===== src/rtl/m1_muldiv_pkg.sv =====
// ---------------------------------------------------------------------------
// m1_muldiv_pkg
//   Shared definitions for the HI/LO sequencer: the execute-stage HI/LO op
//   codes and the sequencer FSM state encoding.
// ---------------------------------------------------------------------------
package m1_muldiv_pkg;

  localparam logic [2:0] HILO_OP_NONE = 3'd0;
  localparam logic [2:0] HILO_OP_MULT = 3'd1;
  localparam logic [2:0] HILO_OP_DIV  = 3'd2;
  localparam logic [2:0] HILO_OP_MFHI = 3'd3;
  localparam logic [2:0] HILO_OP_MFLO = 3'd4;
  localparam logic [2:0] HILO_OP_MTHI = 3'd5;
  localparam logic [2:0] HILO_OP_MTLO = 3'd6;

  typedef enum logic [1:0] {
    ST_IDLE     = 2'd0,
    ST_MUL_WAIT = 2'd1,
    ST_DIV_WAIT = 2'd2,
    ST_DIVZ     = 2'd3
  } hilo_state_e;

endpackage


===== src/rtl/m1_muldiv_ctrl_abp_master.sv =====
// ---------------------------------------------------------------------------
// abp_master
//   Two-phase (level toggle) request side of an ABP handshake. A start pulse
//   flips the request level; the transfer is complete when the slave's ack
//   level has caught up with the request level.
// Ports
//   clk_i   : clock
//   rst_ni  : asynchronous active-low reset, request level returns to 0
//   start_i : one-cycle pulse, issue a new request
//   ack_i   : ack level from the slave
//   req_o   : request level to the slave
//   done_o  : ack level equals request level (no transfer outstanding)
// ---------------------------------------------------------------------------
module abp_master (
  input  logic clk_i,
  input  logic rst_ni,
  input  logic start_i,
  input  logic ack_i,
  output logic req_o,
  output logic done_o
);

  logic req_d, req_q;

  always_comb begin
    req_d = req_q ^ start_i;
  end

  always_ff @(posedge clk_i or negedge rst_ni) begin
    if (!rst_ni) begin
      req_q <= 1'b0;
    end else begin
      req_q <= req_d;
    end
  end

  assign req_o  = req_q;
  assign done_o = (ack_i == req_q);

endmodule


===== src/rtl/m1_muldiv_ctrl.sv =====
// ---------------------------------------------------------------------------
// m1_muldiv_ctrl
//   Sequencer between the execute stage and the multiplier/divider. Decodes
//   MULT/DIV/MFHI/MFLO/MTHI/MTLO, issues ABP requests to the arithmetic units,
//   owns the architectural HI/LO registers and stalls any HI/LO op while a
//   multiply or divide is in flight.
// Ports
//   sys_clock_i, sys_reset_i        : clock, asynchronous active-low reset
//   op_valid_i, op_i, signed_i      : request from execute stage
//   rs_i, rt_i                      : operands (rs_i is MTHI/MTLO data)
//   stall_o                         : op not accepted this cycle
//   rdata_o                         : HI for MFHI, LO for MFLO (combinational)
//   hi_o, lo_o                      : current HI/LO
//   mul_a_o, mul_b_o, mul_signed_o  : latched multiplier operands
//   mul_req_o / mul_ack_i           : multiplier ABP levels
//   mul_product_i                   : 64-bit product
//   div_a_o, div_b_o, div_signed_o  : latched divider operands
//   div_req_o / div_ack_i           : divider ABP levels
//   div_quotient_i, div_remainder_i : divider results
// ---------------------------------------------------------------------------
module m1_muldiv_ctrl
  import m1_muldiv_pkg::*;
(
  input  logic        sys_clock_i,
  input  logic        sys_reset_i,
  input  logic        op_valid_i,
  input  logic [2:0]  op_i,
  input  logic        signed_i,
  input  logic [31:0] rs_i,
  input  logic [31:0] rt_i,
  output logic        stall_o,
  output logic [31:0] rdata_o,
  output logic [31:0] hi_o,
  output logic [31:0] lo_o,
  output logic [31:0] mul_a_o,
  output logic [31:0] mul_b_o,
  output logic        mul_signed_o,
  output logic        mul_req_o,
  input  logic        mul_ack_i,
  input  logic [63:0] mul_product_i,
  output logic [31:0] div_a_o,
  output logic [31:0] div_b_o,
  output logic        div_signed_o,
  output logic        div_req_o,
  input  logic        div_ack_i,
  input  logic [31:0] div_quotient_i,
  input  logic [31:0] div_remainder_i
);

  hilo_state_e state_d, state_q;
  logic [31:0] hi_d, hi_q, lo_d, lo_q;
  logic [31:0] mul_a_d, mul_a_q, mul_b_d, mul_b_q;
  logic [31:0] div_a_d, div_a_q, div_b_d, div_b_q;
  logic        mul_sgn_d, mul_sgn_q, div_sgn_d, div_sgn_q;
  logic [31:0] dz_hi_d, dz_hi_q;
  logic        mul_start, div_start, mul_done, div_done;
  logic        stall, accept;

  abp_master u_mul_abp (
    .clk_i   (sys_clock_i),
    .rst_ni  (sys_reset_i),
    .start_i (mul_start),
    .ack_i   (mul_ack_i),
    .req_o   (mul_req_o),
    .done_o  (mul_done)
  );

  abp_master u_div_abp (
    .clk_i   (sys_clock_i),
    .rst_ni  (sys_reset_i),
    .start_i (div_start),
    .ack_i   (div_ack_i),
    .req_o   (div_req_o),
    .done_o  (div_done)
  );

  // Any real op stalls outside IDLE, including on the completion cycle, so a
  // follow-on HI/LO access always observes the freshly written result.
  assign stall  = op_valid_i & (op_i != HILO_OP_NONE) & (state_q != ST_IDLE);
  assign accept = op_valid_i & ~stall;

  always_comb begin
    state_d   = state_q;
    hi_d      = hi_q;
    lo_d      = lo_q;
    mul_a_d   = mul_a_q;
    mul_b_d   = mul_b_q;
    mul_sgn_d = mul_sgn_q;
    div_a_d   = div_a_q;
    div_b_d   = div_b_q;
    div_sgn_d = div_sgn_q;
    dz_hi_d   = dz_hi_q;
    mul_start = 1'b0;
    div_start = 1'b0;
    case (state_q)
      ST_IDLE: begin
        // Ack/req disagreement here is a slave protocol error; it is simply
        // not looked at, so it can never reach HI/LO.
        if (accept) begin
          case (op_i)
            HILO_OP_MULT: begin
              mul_a_d   = rs_i;
              mul_b_d   = rt_i;
              mul_sgn_d = signed_i;
              mul_start = 1'b1;
              state_d   = ST_MUL_WAIT;
            end
            HILO_OP_DIV: begin
              if (rt_i != 32'd0) begin
                div_a_d   = rs_i;
                div_b_d   = rt_i;
                div_sgn_d = signed_i;
                div_start = 1'b1;
                state_d   = ST_DIV_WAIT;
              end else begin
                // Divide by zero never reaches the divider; the fixed
                // result is produced locally one cycle later.
                dz_hi_d = rs_i;
                state_d = ST_DIVZ;
              end
            end
            HILO_OP_MTHI: hi_d = rs_i;
            HILO_OP_MTLO: lo_d = rs_i;
            default: ;
          endcase
        end
      end
      ST_MUL_WAIT: begin
        if (mul_done) begin
          hi_d    = mul_product_i[63:32];
          lo_d    = mul_product_i[31:0];
          state_d = ST_IDLE;
        end
      end
      ST_DIV_WAIT: begin
        if (div_done) begin
          hi_d    = div_remainder_i;
          lo_d    = div_quotient_i;
          state_d = ST_IDLE;
        end
      end
      ST_DIVZ: begin
        hi_d    = dz_hi_q;
        lo_d    = 32'hFFFF_FFFF;
        state_d = ST_IDLE;
      end
      default: state_d = ST_IDLE;
    endcase
  end

  always_ff @(posedge sys_clock_i or negedge sys_reset_i) begin
    if (!sys_reset_i) begin
      state_q   <= ST_IDLE;
      hi_q      <= '0;
      lo_q      <= '0;
      mul_a_q   <= '0;
      mul_b_q   <= '0;
      mul_sgn_q <= 1'b0;
      div_a_q   <= '0;
      div_b_q   <= '0;
      div_sgn_q <= 1'b0;
      dz_hi_q   <= '0;
    end else begin
      state_q   <= state_d;
      hi_q      <= hi_d;
      lo_q      <= lo_d;
      mul_a_q   <= mul_a_d;
      mul_b_q   <= mul_b_d;
      mul_sgn_q <= mul_sgn_d;
      div_a_q   <= div_a_d;
      div_b_q   <= div_b_d;
      div_sgn_q <= div_sgn_d;
      dz_hi_q   <= dz_hi_d;
    end
  end

  always_comb begin
    rdata_o = '0;
    if (op_i == HILO_OP_MFHI) begin
      rdata_o = hi_q;
    end else if (op_i == HILO_OP_MFLO) begin
      rdata_o = lo_q;
    end
  end

  assign stall_o      = stall;
  assign hi_o         = hi_q;
  assign lo_o         = lo_q;
  assign mul_a_o      = mul_a_q;
  assign mul_b_o      = mul_b_q;
  assign mul_signed_o = mul_sgn_q;
  assign div_a_o      = div_a_q;
  assign div_b_o      = div_b_q;
  assign div_signed_o = div_sgn_q;

endmodule


===== config.mk =====
export PLATFORM = sky130hd
export DESIGN_NAME = m1_muldiv_ctrl
export DESIGN_NICKNAME = d
export VERILOG_FILES = /design/src/rtl/m1_muldiv_pkg.sv /design/src/rtl/m1_muldiv_ctrl_abp_master.sv /design/src/rtl/m1_muldiv_ctrl.sv
export SDC_FILE = /design/constraint.sdc
export NUM_CORES = 1
export LEC_CHECK = 0
export ABC_AREA = 1
export BUFFER_PORTS_ARGS = -buffer_cell sky130_fd_sc_hd__buf_2
export CORE_UTILIZATION = 35
export DETAILED_ROUTE_END_ITERATION = 10
export PLACE_DENSITY = 0.66
export SLEW_MARGIN = 20
export SYNTH_ARGS = -nofsm -noshare
export SYNTH_HDL_FRONTEND = slang
export SYNTH_HIERARCHICAL = 1
export SYNTH_SLANG_ARGS = --single-unit

===== constraint.sdc =====
create_clock -name sys_clock_i -period 3.37 [get_ports sys_clock_i]
set_clock_uncertainty 0.2 [all_clocks]
set_input_delay 0.674 -clock sys_clock_i [delete_from_list [all_inputs] [get_ports sys_clock_i]]
set_output_delay 0.674 -clock sys_clock_i [all_outputs]
set_load 0.005 [all_outputs]

==> results.toml, run 1 <==
[worst_hold_path]
hold_start = "rt_i[16]"
hold_path.class = "input pin to flip-flop"
hold_end = "mul_b_o[16]"
holdPathStages = 3

[sta]
fin_crit_sh_pct = 91.3
tightest_slew_ps = 848
maxSlewViolCount = 0
fin_ws_ps = 293
max_freq_mhz = 325
rsz0062_at_grt = "false"
slew_headroom_pct = 43.5
setup_violations = 0
fin_crit_ps = 3080
finalHoldViolCount = 0
fin_setup_tns_ps = 0

[drt]
dr.pass1.iters = 5
wl_per_cell_microns = 18.3
vias = 10951
drc = 0
ant_nets = 0
dr.first_iter.drc_count = 891
via_per_inst = 4.97
routed_wl_microns = 40200

[critical_path]
ff2ff_setup_slack_ps = 820
worst-setup-path-type = "flip-flop to output port"
startpoint = "state_q[1]"
critPathLaunchType = "flip-flop"
rr_endpoint = "lo_o[31]"
crit_path_cell_trace = "inv_2, nand2_2, clkinvlp_4, a311oi_1, buf_2"
cp_max_fo = 20
arrival_ps = 2200
max_stage_delay_ps = 450
end_kind = "output port"
cp.required_ps = 2500
r2r_cells = 9
cp_slowest_cell = "clkinvlp_4"
worst_r2r_startpoint = "state_q[1]"

[cells_and_area]
areaGrowthSynthToFinish_pct = 32.7
final_core_util_pct = 47.5
final_nets = 1990
stdcell_count = 2204
drive_gt1_share_pct = 28.5

[die]
die_area_sq_mm = 0.0311
die_w_microns = 176
coreArea_sq_mm = 0.0298
fp.dieH_microns = 176
initial_core_util_pct = 35.8
row_count = 63
io_pins = 430

[run]
maxCapViolations = 0

[yosys]
yosysWarnings = 6
synth_seq_cells = 230
async_flop_share_pct = 100
synth-edff-count = 0
synth.top_cells.by_count = "nand2_1 (611), dfrtp_1 (230), nand3_1 (137), inv_1 (91), o21ai_0 (67)"
netlist_area_sq_mm = 0.0107
synth.top_cell.area_share_pct = 54.0
synth_cell_types = 21
synth_ff_type = "dfrtp_1"
yosysSeqAreaShare_pct = 54.0
avgSynthCellArea_sq_um = 7.67
synth_area_leaders = "dfrtp_1 (54%), nand2_1 (22%), nand3_1 (6.4%), inv_1 (3.2%), o21ai_0 (3.1%)"
synth_most_common_cell = "nand2_1"
syn_nets = 1590
synth_area_leader_cell = "dfrtp_1"
synth_cells = 1389

[clock_tree]
clkTransAtPathRegs_ps = 60
cts_root_buf = "clkbuf_16"
cts_max_level = 1
clock_path_buffers = 3
cts_buffers = 26
clk_latency_ps = 520
clock-sinks = 230
tritoncts = "yes"
post-cts-setup-buffers = 0

[placed_design]
gp_congestion = 0.966
dp.cells = 2150
dp_hpwl_microns = 29400
port-buffer-count = 429
dp_slack_ps = 596

[power_and_ir_drop]
irDropWorstVdd_mv = 0.437
p_clk_share_pct = 26.0
p_leak_nw = 7.90
switching_share_pct = 36.5
p_sw_w = 0.00417
combinationalPowerShare_pct = 35.2
seqPwrFrac_pct = 38.8
p_int_w = 0.00725
power_density_mw_per_mm2 = 807

[grt]
grt_first_pass_wirelength_microns = 60500
first_global_vias = 10581
antenna_found_initial = 7
grt_usage_pct = 25.1
grt_max_degree = 81
overflow = 0

[outcome]
outcome = "complete, no violations"
through the flow:
stage               power [W]  cell area, sq um  hold slack (ps)
finish                 0.0114             14100              172
global route           0.0122             14100              179
CTS                    0.0115             14100              150
detailed placement    0.00846             13200              253
global placement      0.00838             13200              250
floorplan             0.00636             10700              178
logic make-up after synthesis:
logic type / after synthesis / synth area share (%)
AND/OR/NAND/NOR: 818 / 31.3
flip-flops: 230 / 54.0
AO/OA/AOI/OAI: 158 / 7.94
buffers and inverters: 183 / 6.74
cell type report:
class	count	area, sq um
diodes	8	20.0
clock buffers	38	777
clock inverters	7	115
fillers	3095	15700
inverters	98	372
multi-input cells	976	4200
flip-flops and latches	230	5760
well taps	390	488
repair buffers	457	2410
per-layer routing:
metal  vias to the layer above  routed length (microns)  track usage (%)
met2                       452                    19000             40.8
li1                       5237                        -                -
met5                         -                        0                0
met1                      5196                    17400             33.8
met3                        66                     2880             4.33
met4                         0                     1050             7.83
registers in the layout, indices dropped and copies added (netlist names):
signal	cells
div_a_o	32
div_b_o	32
dz_hi_q	32
hi_o	32
lo_o	32
mul_a_o	32
mul_b_o	32
state_q	2
div_signed_o	1
mul_signed_o	1
u_div_abp/req_o	1
u_mul_abp/req_o	1
layout by cell type, fill, tap and decap left out, drive strengths merged:
cell / count
a21oi: 16
a311oi: 1
a31oi: 1
and2: 1
buf: 456
bufinv: 3
clkbuf: 38
clkinv: 2
clkinvlp: 3
dfrtp: 230
diode: 8
dlygate4sd3: 1
inv: 97
nand2: 613
nand3: 137
nand4: 25
nor2: 40
nor3: 2
o21ai: 100
o22ai: 40
power groups by stage:
stage	Combinational, W	Sequential [W]	Clock, W
detailed placement	0.00403	0.00444	0
global route	0.00451	0.00454	0.00314
global placement	0.00397	0.00442	0
finish	0.00402	0.00443	0.00297
floorplan	0.00185	0.00451	0
CTS	0.00404	0.00442	0.00304
how the worst max path moves through the flow:
stage	slack [ps]	to
after floorplan	1220	rdata_o[10]
after global placement	650	rdata_o[1]
after detailed placement	600	stall_o
after CTS	7	stall_o
after global routing	70	stall_o
final	290	stall_o
repair_timing:
| action | CTS | global route |
|---|---|---|
| setup endpoints to repair | 0 | 1 |
| hold buffers | 1 | 0 |
| gates resized for setup | 0 | 1 |
| endpoints found under the hold margin | 68 | 0 |
worst max-delay path, delay by kind of cell (launching register included):
kind / cells / cell delay (ps)
buffers and inverters: 3 / 690
flip-flops: 1 / 370
AO/OA/AOI/OAI: 1 / 340
AND/OR/NAND/NOR: 1 / 280
Power figures use the tool's default switching activity.
==> run 2, diff against run 1 <==
--- a/config.mk
+++ b/config.mk
@@ -10,6 +10,7 @@
 export CORE_UTILIZATION = 35
 export DETAILED_ROUTE_END_ITERATION = 10
 export PLACE_DENSITY = 0.66
+export SETUP_SLACK_MARGIN = 0.3
 export SLEW_MARGIN = 20
 export SYNTH_ARGS = -nofsm -noshare
 export SYNTH_HDL_FRONTEND = slang
==> run 2 against run 1 <==
Compared with the run above: core utilization hardly changed; die area stayed put; hold slack barely moved; combinational power about the same; final cell count did not move; flip-flop and latch count unchanged; via count about the same; highest routed layer unchanged.
==> results.toml, run 2 (synthesis results as in run 1) <==
[outcome]
outcome = "complete, no violations"

[critical_path]
startpoint = "op_i[1]"
ff2ff_setup_slack_ps = 890
end_kind = "output port"
critPathLaunchType = "input pin"
cp.required_ps = 2500
cp_max_fo = 19
worst_r2r_startpoint = "state_q[1]"
rr_endpoint = "lo_o[31]"
r2r_cells = 10
arrival_ps = 1950
crit_path_end = "rdata_o[7]"
worst-setup-path-type = "input pin to output port"

[drt]
wl_per_cell_microns = 18.3
dr.pass1.iters = 5
routed_wl_microns = 40300
vias = 10947
drc = 0
via_per_inst = 4.97
dr.first_iter.drc_count = 887
ant_nets = 0

[sta]
worst_hold_slack_ps = 172
slew_headroom_pct = 43.5
fin_setup_tns_ps = 0
setup_violations = 0
maxSlewViolCount = 0
fin_crit_sh_pct = 83.9
fin_ws_ps = 541
fin_crit_ps = 2830
tightest_slew_ps = 848
rsz0062_at_grt = "false"
max_freq_mhz = 353
finalHoldViolCount = 0

[clock_tree]
post-cts-setup-buffers = 0
cts_root_buf = "clkbuf_16"
cts_buffers = 26
clock_path_buffers = 3
cts_max_level = 1
clkTransAtPathRegs_ps = 60
tritoncts = "yes"
clk_latency_ps = 520
clock-sinks = 230

[die]
die_area_sq_mm = 0.0311
die_w_microns = 176
fp.dieH_microns = 176
io_pins = 430
initial_core_util_pct = 35.8
row_count = 63
coreArea_sq_mm = 0.0298

[power_and_ir_drop]
irDropWorstVdd_mv = 0.437
seqPwrFrac_pct = 38.8
switching_share_pct = 36.5
p_int_w = 0.00725
p_leak_nw = 7.91
p_sw_w = 0.00417
p_clk_share_pct = 26.0
power_density_mw_per_mm2 = 808
combinationalPowerShare_pct = 35.2

[grt]
grt_usage_pct = 25.1
grt_first_pass_wirelength_microns = 60500
grt_max_degree = 81
antenna_found_initial = 7
overflow = 0
first_global_vias = 10581

[cells_and_area]
final_area_sq_mm = 0.0141
drive_gt1_share_pct = 28.5
areaGrowthSynthToFinish_pct = 32.7
layout_commonest_cell = "nand2_1"
final_nets = 1990
nFillCells = 3093
layout_common_cells = "nand2_1 (610), buf_2 (428), dfrtp_1 (229), nand3_1 (137), inv_1 (90)"

[placed_design]
port-buffer-count = 429
dp_hpwl_microns = 29400
gp_congestion = 0.966
postPlaceCellArea_sq_mm = 0.0132
dp_slack_ps = 596

[worst_hold_path]
hold_path.class = "input pin to flip-flop"
holdPathStages = 3

[run]
maxCapViolations = 0
## run 2: layout make-up
class | instances | area, sq um | share of cell area (%)
clock inverter | 7 | 115 | 0.814
multi-input combinational | 976 | 4200 | 29.7
sequential | 230 | 5760 | 40.7
inverter | 98 | 370 | 2.62
timing repair buffer | 457 | 2410 | 17.0
clock buffer | 38 | 777 | 5.50
tap | 390 | 488 | 3.45
antenna | 8 | 20.0 | 0.142
## run 2: worst max-delay path, cell delays in order
cell and delay [ps]:
buf_2 120, inv_1 120, nand3_1 340, buf_4 350, o22ai_1 170, buf_2 160
## run 2: layer usage
| metal | GRT usage (%) | part of all wire, % | vias up |
|---|---|---|---|
| met5 | 0 | 0 | - |
| met4 | 7.83 | 2.6 | 0 |
| met3 | 4.33 | 7.1 | 64 |
| met2 | 40.8 | 47 | 450 |
| met1 | 33.8 | 43 | 5195 |
| li1 | - | - | 5238 |
## run 2: how the worst min path moves through the flow
stage | start | endpoint | slack [ps]
2_1_floorplan | sys_reset_i | div_a_o[0] | 180
3_3_place_gp | div_b_o[13] | div_b_o[13] | 250
3_5_place_dp | div_a_o[13] | div_a_o[13] | 250
4_1_cts | rt_i[30] | mul_b_o[30] | 150
5_1_grt | rt_i[15] | mul_b_o[15] | 180
6_report | rt_i[16] | mul_b_o[16] | 170
## run 2: repair_timing
item,4_1_cts,5_1_grt
endpoints found under the setup margin,1,1
hold buffers,1,0
gates resized for setup,1,1
cloned,0,0
endpoints found under the hold margin,68,0
## run 2: through the flow
stage               cells  utilization [%]  total power, W
floorplan            1389                -         0.00636
global placement     2150             44.3         0.00838
detailed placement   2150             44.3         0.00846
finish               2204             47.5          0.0114
global route         2202             47.4          0.0122
CTS                  2196             47.4          0.0115
## run 2: power groups by stage
stage	sequential (W)	combinational, W	clock (W)
floorplan	0.00451	0.00185	0
global placement	0.00442	0.00397	0
detailed placement	0.00444	0.00403	0
CTS	0.00442	0.00404	0.00304
global route	0.00454	0.00451	0.00314
finish	0.00443	0.00402	0.00297
